File: src/rtl/alu_selftest.sv
// alu_selftest: self-test sequencer wrapping an 8-bit ALU. Drives four fixed add
// vectors onto a/b/op, samples {carry,y} SETTLE edges after each load, counts
// passes/fails and reports overall status on led_status.
// Latency: done rises 4*SETTLE + 3*TICK_DIV edges after the start edge.
// Backpressure: none; start is only honoured in IDLE or DONE and ignored while busy.
//
// Ports:
//   CLK100MHZ  sole clock, rising edge
//   rst_n      asynchronous active-low reset
//   start      level, begins a run from IDLE or DONE
//   a, b, op   registered ALU operands / opcode (op is always add)
//   y, carry   ALU result, sampled only on the compare edge
//   busy, done run in progress / run complete
//   pass_cnt, fail_cnt  vectors matched / mismatched (0..4)
//   led_status high when done and no vector failed
//
// Build option: define ALU_SELFTEST_LOOP_EN to make DONE auto-restart after
// TICK_DIV edges (start is still honoured in DONE).

module alu_selftest #(
    parameter int unsigned TICK_DIV = 50_000_000,
    parameter int unsigned SETTLE   = 2
) (
    input  logic       CLK100MHZ,
    input  logic       rst_n,
    input  logic       start,
    output logic [7:0] a,
    output logic [7:0] b,
    output logic [1:0] op,
    input  logic [7:0] y,
    input  logic       carry,
    output logic       busy,
    output logic       done,
    output logic [2:0] pass_cnt,
    output logic [2:0] fail_cnt,
    output logic       led_status
);

    localparam logic [31:0] SETTLE_LAST = 32'(SETTLE - 1);
    localparam logic [31:0] TICK_LAST   = 32'(TICK_DIV - 1);
    localparam logic [1:0]  OP_ADD      = 2'b00;

    typedef enum logic [1:0] {
        ST_IDLE,
        ST_SETTLE,
        ST_WAIT,
        ST_DONE
    } state_t;

    state_t      state, state_nxt;
    logic [1:0]  idx, idx_nxt;
    logic [31:0] cnt, cnt_nxt;
    logic [7:0]  a_nxt, b_nxt;
    logic [1:0]  op_nxt;
    logic        busy_nxt, done_nxt, led_nxt;
    logic [2:0]  pass_nxt, fail_nxt;
    logic        begin_run;

    // Vector table: operands and expected {carry, y}.
    function automatic logic [7:0] vec_a(input logic [1:0] i);
        case (i)
            2'd0:    vec_a = 8'd3;
            2'd1:    vec_a = 8'd7;
            2'd2:    vec_a = 8'd15;
            default: vec_a = 8'd200;
        endcase
    endfunction

    function automatic logic [7:0] vec_b(input logic [1:0] i);
        case (i)
            2'd0:    vec_b = 8'd5;
            2'd1:    vec_b = 8'd8;
            2'd2:    vec_b = 8'd1;
            default: vec_b = 8'd100;
        endcase
    endfunction

    function automatic logic [8:0] vec_exp(input logic [1:0] i);
        case (i)
            2'd0:    vec_exp = {1'b0, 8'd8};
            2'd1:    vec_exp = {1'b0, 8'd15};
            2'd2:    vec_exp = {1'b0, 8'd16};
            default: vec_exp = {1'b1, 8'd44};
        endcase
    endfunction

    always_ff @(posedge CLK100MHZ or negedge rst_n) begin
        if (!rst_n) begin
            state      <= ST_IDLE;
            idx        <= 2'd0;
            cnt        <= 32'd0;
            a          <= 8'd0;
            b          <= 8'd0;
            op         <= 2'd0;
            busy       <= 1'b0;
            done       <= 1'b0;
            pass_cnt   <= 3'd0;
            fail_cnt   <= 3'd0;
            led_status <= 1'b0;
        end else begin
            state      <= state_nxt;
            idx        <= idx_nxt;
            cnt        <= cnt_nxt;
            a          <= a_nxt;
            b          <= b_nxt;
            op         <= op_nxt;
            busy       <= busy_nxt;
            done       <= done_nxt;
            pass_cnt   <= pass_nxt;
            fail_cnt   <= fail_nxt;
            led_status <= led_nxt;
        end
    end

    always_comb begin
        state_nxt = state;
        idx_nxt   = idx;
        cnt_nxt   = cnt;
        a_nxt     = a;
        b_nxt     = b;
        op_nxt    = op;
        busy_nxt  = busy;
        done_nxt  = done;
        pass_nxt  = pass_cnt;
        fail_nxt  = fail_cnt;
        begin_run = 1'b0;

        case (state)
            ST_IDLE: begin
                begin_run = start;
            end

            ST_SETTLE: begin
                if (cnt == SETTLE_LAST) begin
                    // y/carry are looked at only on this edge, so the ALU may
                    // glitch freely during the rest of the settle window.
                    if ({carry, y} == vec_exp(idx)) begin
                        pass_nxt = pass_cnt + 3'd1;
                    end else begin
                        fail_nxt = fail_cnt + 3'd1;
                    end
                    cnt_nxt = 32'd0;
                    if (idx == 2'd3) begin
                        state_nxt = ST_DONE;
                        busy_nxt  = 1'b0;
                        done_nxt  = 1'b1;
                    end else begin
                        state_nxt = ST_WAIT;
                    end
                end else begin
                    cnt_nxt = cnt + 32'd1;
                end
            end

            ST_WAIT: begin
                if (cnt == TICK_LAST) begin
                    idx_nxt   = idx + 2'd1;
                    a_nxt     = vec_a(idx + 2'd1);
                    b_nxt     = vec_b(idx + 2'd1);
                    op_nxt    = OP_ADD;
                    cnt_nxt   = 32'd0;
                    state_nxt = ST_SETTLE;
                end else begin
                    cnt_nxt = cnt + 32'd1;
                end
            end

            ST_DONE: begin
`ifdef ALU_SELFTEST_LOOP_EN
                begin_run = start || (cnt == TICK_LAST);
                if (!begin_run) begin
                    cnt_nxt = cnt + 32'd1;
                end
`else
                begin_run = start;
`endif
            end

            default: begin
                state_nxt = ST_IDLE;
            end
        endcase

        // Starting a run is identical from IDLE and DONE: load vector 0 and
        // clear the tallies on the same edge that drops done.
        if (begin_run) begin
            idx_nxt   = 2'd0;
            cnt_nxt   = 32'd0;
            a_nxt     = vec_a(2'd0);
            b_nxt     = vec_b(2'd0);
            op_nxt    = OP_ADD;
            busy_nxt  = 1'b1;
            done_nxt  = 1'b0;
            pass_nxt  = 3'd0;
            fail_nxt  = 3'd0;
            state_nxt = ST_SETTLE;
        end

        led_nxt = done_nxt && (fail_nxt == 3'd0);
    end

endmodule

File: config.mk
export PLATFORM = sky130hd
export DESIGN_NAME = alu_selftest
export DESIGN_NICKNAME = d
export VERILOG_FILES = /design/src/rtl/alu_selftest.sv
export SDC_FILE = /design/constraint.sdc
export NUM_CORES = 1
export LEC_CHECK = 0
export ABC_AREA = 1
export CORE_MARGIN = 2
export CORE_UTILIZATION = 57
export CTS_BUF_LIST = sky130_fd_sc_hd__clkbuf_4
export CTS_CLUSTER_SIZE = 30
export DETAILED_ROUTE_END_ITERATION = 8
export PLACE_DENSITY = 0.83
export SYNTH_ARGS = -nofsm -noshare
export SYNTH_HDL_FRONTEND = slang
export SYNTH_SLANG_ARGS = --single-unit
File: constraint.sdc
create_clock -name CLK100MHZ -period 2.1 [get_ports CLK100MHZ]
set_input_delay 0.63 -clock CLK100MHZ [delete_from_list [all_inputs] [get_ports CLK100MHZ]]
set_output_delay 0.63 -clock CLK100MHZ [all_outputs]
set_load 0.005 [all_outputs]
# --- Yosys cells after proc, flatten, opt, wreduce, memory -nomap -nowiden ---
# Index checks and enable logic that the tools add are counted.
# Widths: inputs -> output; s select.
op_classes:
  muxes: 43
  n_addsub: 4
  reduce_logical: 17
  eq_ne: 13
op_table:
  columns: ["op", "n"]
  rows:
  - ["$mux 32", 3]
  - ["$pmux 32 s2", 1]
  - ["$mux 8", 6]
  - ["$add 32x1->32 const B", 1]
  - ["$eq 32x1->1 const B", 1]
  - ["$eq 32x26->1 const B", 1]
  - ["$pmux 9 s3", 1]
  - ["$mux 3", 8]
  - ["$pmux 8 s3", 1]
  - ["$pmux 7 s3", 1]
  - ["$mux 2", 9]
  - ["$mux 9", 2]
  - ["$reduce_bool 2->1", 6]
  - ["$eq 2x2->1 const B", 5]
  - ["$mux 1", 10]
  - ["$eq 9x9->1", 1]
  - ["$reduce_and 3->1", 3]
  - ["$add 3x1->3 const B", 2]
  - ["$eq 2x1->1 const B", 3]
  - ["$logic_not 2->1", 3]
  - ["$ne 3x3->1 const B", 2]
  - ["$pmux 2 s2", 1]
  - ["$logic_not 3->1", 1]
  - ["$reduce_bool 3->1", 1]
  - ["4 further kinds", 4]
word_totals:
  elab_cells: 88
  register_bits: 63
  inputBits: 12

# --- Depth between registers and ports, before layout ---
logic_depth:
  ltp_word: 11
  ltp_mapped: 14
  ltp_nobuf: 13

# --- Least setup slack after synthesis ---
# Ideal clock, no wire load.
synth_timing:
  kind: "reg-to-reg"
  start: "register cnt[0]"
  end: "register cnt[11]"
  setup_ns: 0.120
  stages_incl_launch_ff: 12
  path_buffers: 1
  arrival_time_ns: 1.603
  required_time_ns: 1.980
  path_slack_ns: 0.377
  period_less_slack_ns: 1.723
  path_cell_list: "dfrtp_1 > ha_1 > nand3_2 > nor2_4 > nand2_2 > nor2_2 > nand3_2 > nand3_2 > nand2_4 > clkinv_4 > buf_8 > nor2_1"
synth_via:
  elab_chain_cells: 4
  word_cells_on_any_way: 7
  classes_between: "1 x add/sub; 2 x eq/ne; 4 x mux"
synth_rtl:
  columns: ["element", "line", "text"]
  rows:
  - ["start: declaration", "52", "logic [31:0] cnt, cnt_nxt;"]
  - ["start signal: assignment", "103", "cnt <= cnt_nxt;"]
  - ["$add 32x1->32 (tied with other cells)", "151, 164", null]
  - ["$mux 32 (on tied branches)", "156, 134", null]
  - ["$pmux 32 s2 (*)", "128", "case (state)"]
  - ["$mux 32 (*)", "186", "if (begin_run) begin"]
# Every way passes the cells marked *; elsewhere a longest branch is shown, timed or not.
# A chain may end at the register's enable or synchronous reset.

# --- Worst setup path in the final report ---
layout_timing:
  start: "register fail_cnt[0]"
  end: "output fail_cnt[0]"
layout_rtl:
  columns: ["element", "line", "text"]
  rows:
  - ["start: declaration", "35", "output logic [2:0] fail_cnt,"]
  - ["start signal: assignment", "110", "fail_cnt <= fail_nxt;"]
# No word-level cell between the ends.

==> results.toml <==
[yosys]
ys.flop_type = "sky130_fd_sc_hd__dfrtp_1"
yosys.area_share.xor_xnor = 0.03974
synth_simple_gate_area_share = 0.3925
synth.yosys.seq_area_share = 0.3691
synth_commonest_cells = "131 x sky130_fd_sc_hd__nand2_1, 93 x sky130_fd_sc_hd__nor2_1, 54 x sky130_fd_sc_hd__inv_1"
post_synth_inst_count = 510
post-synth-top-count-cell = "sky130_fd_sc_hd__nand2_1"
synth_area_mm2 = 0.003526
yosys-top-cells-area = "sky130_fd_sc_hd__dfrtp_1 37%, sky130_fd_sc_hd__nand2_1 14%, sky130_fd_sc_hd__nor2_1 9.9%"
synthesized_area_fraction_occupied_by_adder_cells = 0.03903
synth_edf_count = 0
ys_async_sr_fraction = 1.000
synthesis.yosys.warnings = 0
synth-seq-cells = 52
synth_largest_area_cell = "sky130_fd_sc_hd__dfrtp_1"
synth_top_family_by_area = "simple AND/OR/NAND/NOR gates"
yosys-mux-area-fraction = 0
synth.avg_cell_area_um2 = 6.913
synth_compound_gate_area_share = 0.05465
yosys.area.top_type_share = 0.3691
ys_types = 36

[detailed_routing]
post_drt_via_cell_ratio = 5.490
drc_errors = 0
final_antenna_net_count = 0
dr.pass1.iters = 5
vias = 3453
routed_wirelength_mm = 8.830
detail_route.wl_per_cell_um = 14.04
dr.first_iter.drc_count = 304

[worst_setup_path]
critical_path_depth = 1
critical_path.n_buffers_inverters = 1
critPathSlowestCell = "sky130_fd_sc_hd__clkdlybuf4s50_1"
crit_start = "fail_cnt[0]"
cp.arrival_ns = 1.35
r2r_end = "cnt[24]"
crit_path_start_kind = "flip-flop"
r2r_slack_ns = 0.16
largest_stage_delay_on_the_critical_path_ns = 0.53
reg2reg_from = "cnt[1]"
path_cells = "clkdlybuf4s50_1"
criticalPathCategory = "reg -> out"
endpoint = "fail_cnt[0]"
critical_path.top_delay_family = "buffers and inverters"
critical_path.max_fanout = 4
endpoint_kind = "output pin"
ff_to_ff_path_depth = 11
required_ns = 1.47

[timing]
relSlewSlack = 0.6601
tightest_slew_ns = 0.5052
timing.fmax_mhz = 504.9
period_share = 0.9431
setup_slack_of_the_critical_path_after_layout_ns = 0.1196
finalClockSkew_ns = 0.01257
fin_crit_ns = 1.980
final-hold-violation-count = 0
unrepaired_setup_endpoints_after_global_routing = "no"
setup_viol = 0
final_slew_violations = 0

[pwr]
power_density_mw_per_mm2 = 382.1
maximum_vdd_ir_drop_mv = 0.2193
static-leakage-power_nw = 1.890

[final_layout]
post_route_cells_drive_above_1_share = 0.1011
stdcell_area_mm2 = 0.004036
syn2layout_area_growth_pct = 14.48
nets = 576
diodes = 0

[placed_design]
io_buffers = 31
preCtsSetupSlack_ns = -0.2366
detailed_place.area_mm2 = 0.003970
place.gp.congestion = 1.057
placed_wire_length_estimate_mm = 6.792

[cts]
htreeDepth = 2
clockRootBuffer = "sky130_fd_sc_hd__clkbuf_4"
cts_post_setup_buffers_inserted = 0
clk_transition_reported_paths_ns = 0.15
cts_tree = "yes"
clk_latency_worst_skew_pair_ns = 0.39
clock_path_buffers = 2
clock-sinks = 52
cts_buffer_count = 5

[floorplanning]
die_h_um = 82.65
coreArea_mm2 = 0.005956
effective_utilization_at_floorplan = 0.5920
die_boundary_width_um = 82.65
row_count = 28
dieArea_mm2 = 0.006831
boundaryPins = 39

[grt]
antenna_found_initial = 0
maximum_number_of_pins_on_one_net_before_global_route_repair = 53
total_routing_resource_utilization_after_global_routing = 0.2792
via_count_of_the_first_global_routing_pass = 3227
overflow = 0
grt_pass1_wl_mm = 14.47

[min_path]
min_path_type = "in -> async"

[run]
count_of_max_cap_constraint_violations = 0

[status]
outcome = "finished clean"
[repair_timing]
action	CTS	global route
hold endpoints to repair	0	0
hold buffers	0	0
endpoints found under the setup margin	0	5
resized for setup	0	3
[where the power goes]
| part | internal [W] | total (W) | switching [W] | leakage (nW) |
|---|---|---|---|---|
| clock network | 0.000155 | 0.000474 | 0.000319 | 0.0338 |
| registers | 0.00100 | 0.00100 | 0.000000561 | 0.649 |
| logic | 0.0000278 | 0.0000658 | 0.0000380 | 1.21 |
| total | 0.00119 | 0.00154 | 0.000357 | 1.89 |
[cells by family (layout without fill, tap and decap cells)]
| group | after synthesis | count (layout) |
|---|---|---|
| simple gates | 315 | 315 |
| buf+inv | 80 | 118 |
| flops | 52 | 52 |
| compound gates | 35 | 35 |
| xor+xnor | 16 | 16 |
| fa+ha+maj | 11 | 11 |
| other cells | 1 | 7 |
[cells in the final DEF (no fill, tap or decap), types with 9 or more instances in the layout]
cell type	synthesis	layout
sky130_fd_sc_hd__nand2_1	131	131
sky130_fd_sc_hd__nand4_1	18	18
sky130_fd_sc_hd__o21ai_0	15	15
sky130_fd_sc_hd__nand3_1	40	39
sky130_fd_sc_hd__clkdlybuf4s50_1	0	30
sky130_fd_sc_hd__buf_4	11	19
sky130_fd_sc_hd__xor2_1	14	14
sky130_fd_sc_hd__nor3_1	10	10
sky130_fd_sc_hd__a21oi_1	9	9
sky130_fd_sc_hd__dfrtp_1	52	52
sky130_fd_sc_hd__inv_1	54	54
sky130_fd_sc_hd__ha_1	11	10
sky130_fd_sc_hd__nor2_2	8	9
sky130_fd_sc_hd__nor2_1	93	92
[routing by layer]
layer / share of wire / GRT usage / vias up / routed length, µm
met5: 0 / 0 / - / 0
met4: 0.021 / 0.1016 / 0 / 187
met3: 0.052 / 0.03913 / 19 / 458
met2: 0.49 / 0.4839 / 124 / 4351
met1: 0.43 / 0.3552 / 1623 / 3833
li1: - / - / 1687 / -
[worst min-delay path by stage]
stage | endpoint | slack, ns
after floorplan | a[1] | 0.33
after global placement | busy | 0.46
after detailed placement | busy | 0.47
after CTS | a[1] | 0.22
after global routing | b[5] | 0.22
final | b[5] | 0.21
[flip-flops by register name, summed over array words and instances, names as in the netlist]
| signal | cells |
|---|---|
| done | 1 |
| a | 3 |
| pass_cnt | 3 |
| busy | 1 |
| b | 4 |
| state | 2 |
| led_status | 1 |
| cnt | 32 |
| idx | 2 |
| fail_cnt | 3 |
[final cells by class]
class | count | area [µm²]
clock buffer | 7 | 52.55
clock inverter | 1 | 3.754
fill | 540 | 1919
inverter | 59 | 226.5
multi-input combinational | 384 | 1891
sequential | 52 | 1301
tap | 75 | 93.84
timing repair buffer | 51 | 467.9
[stage by stage]
stage	power (W)	TNS (ns)	utilization	hold slack [ns]	cells
floorplan	0.001046	0	-	0.3344	516
global placement	0.001085	-1.215	0.6666	0.4588	621
detailed placement	0.001087	-2.255	0.6666	0.4665	621
CTS	0.001549	0	0.6761	0.2171	629
global route	0.001590	0	0.6777	0.2196	629
finish	0.001542	0	0.6777	0.2106	629
(Power assumes the default switching activity.)
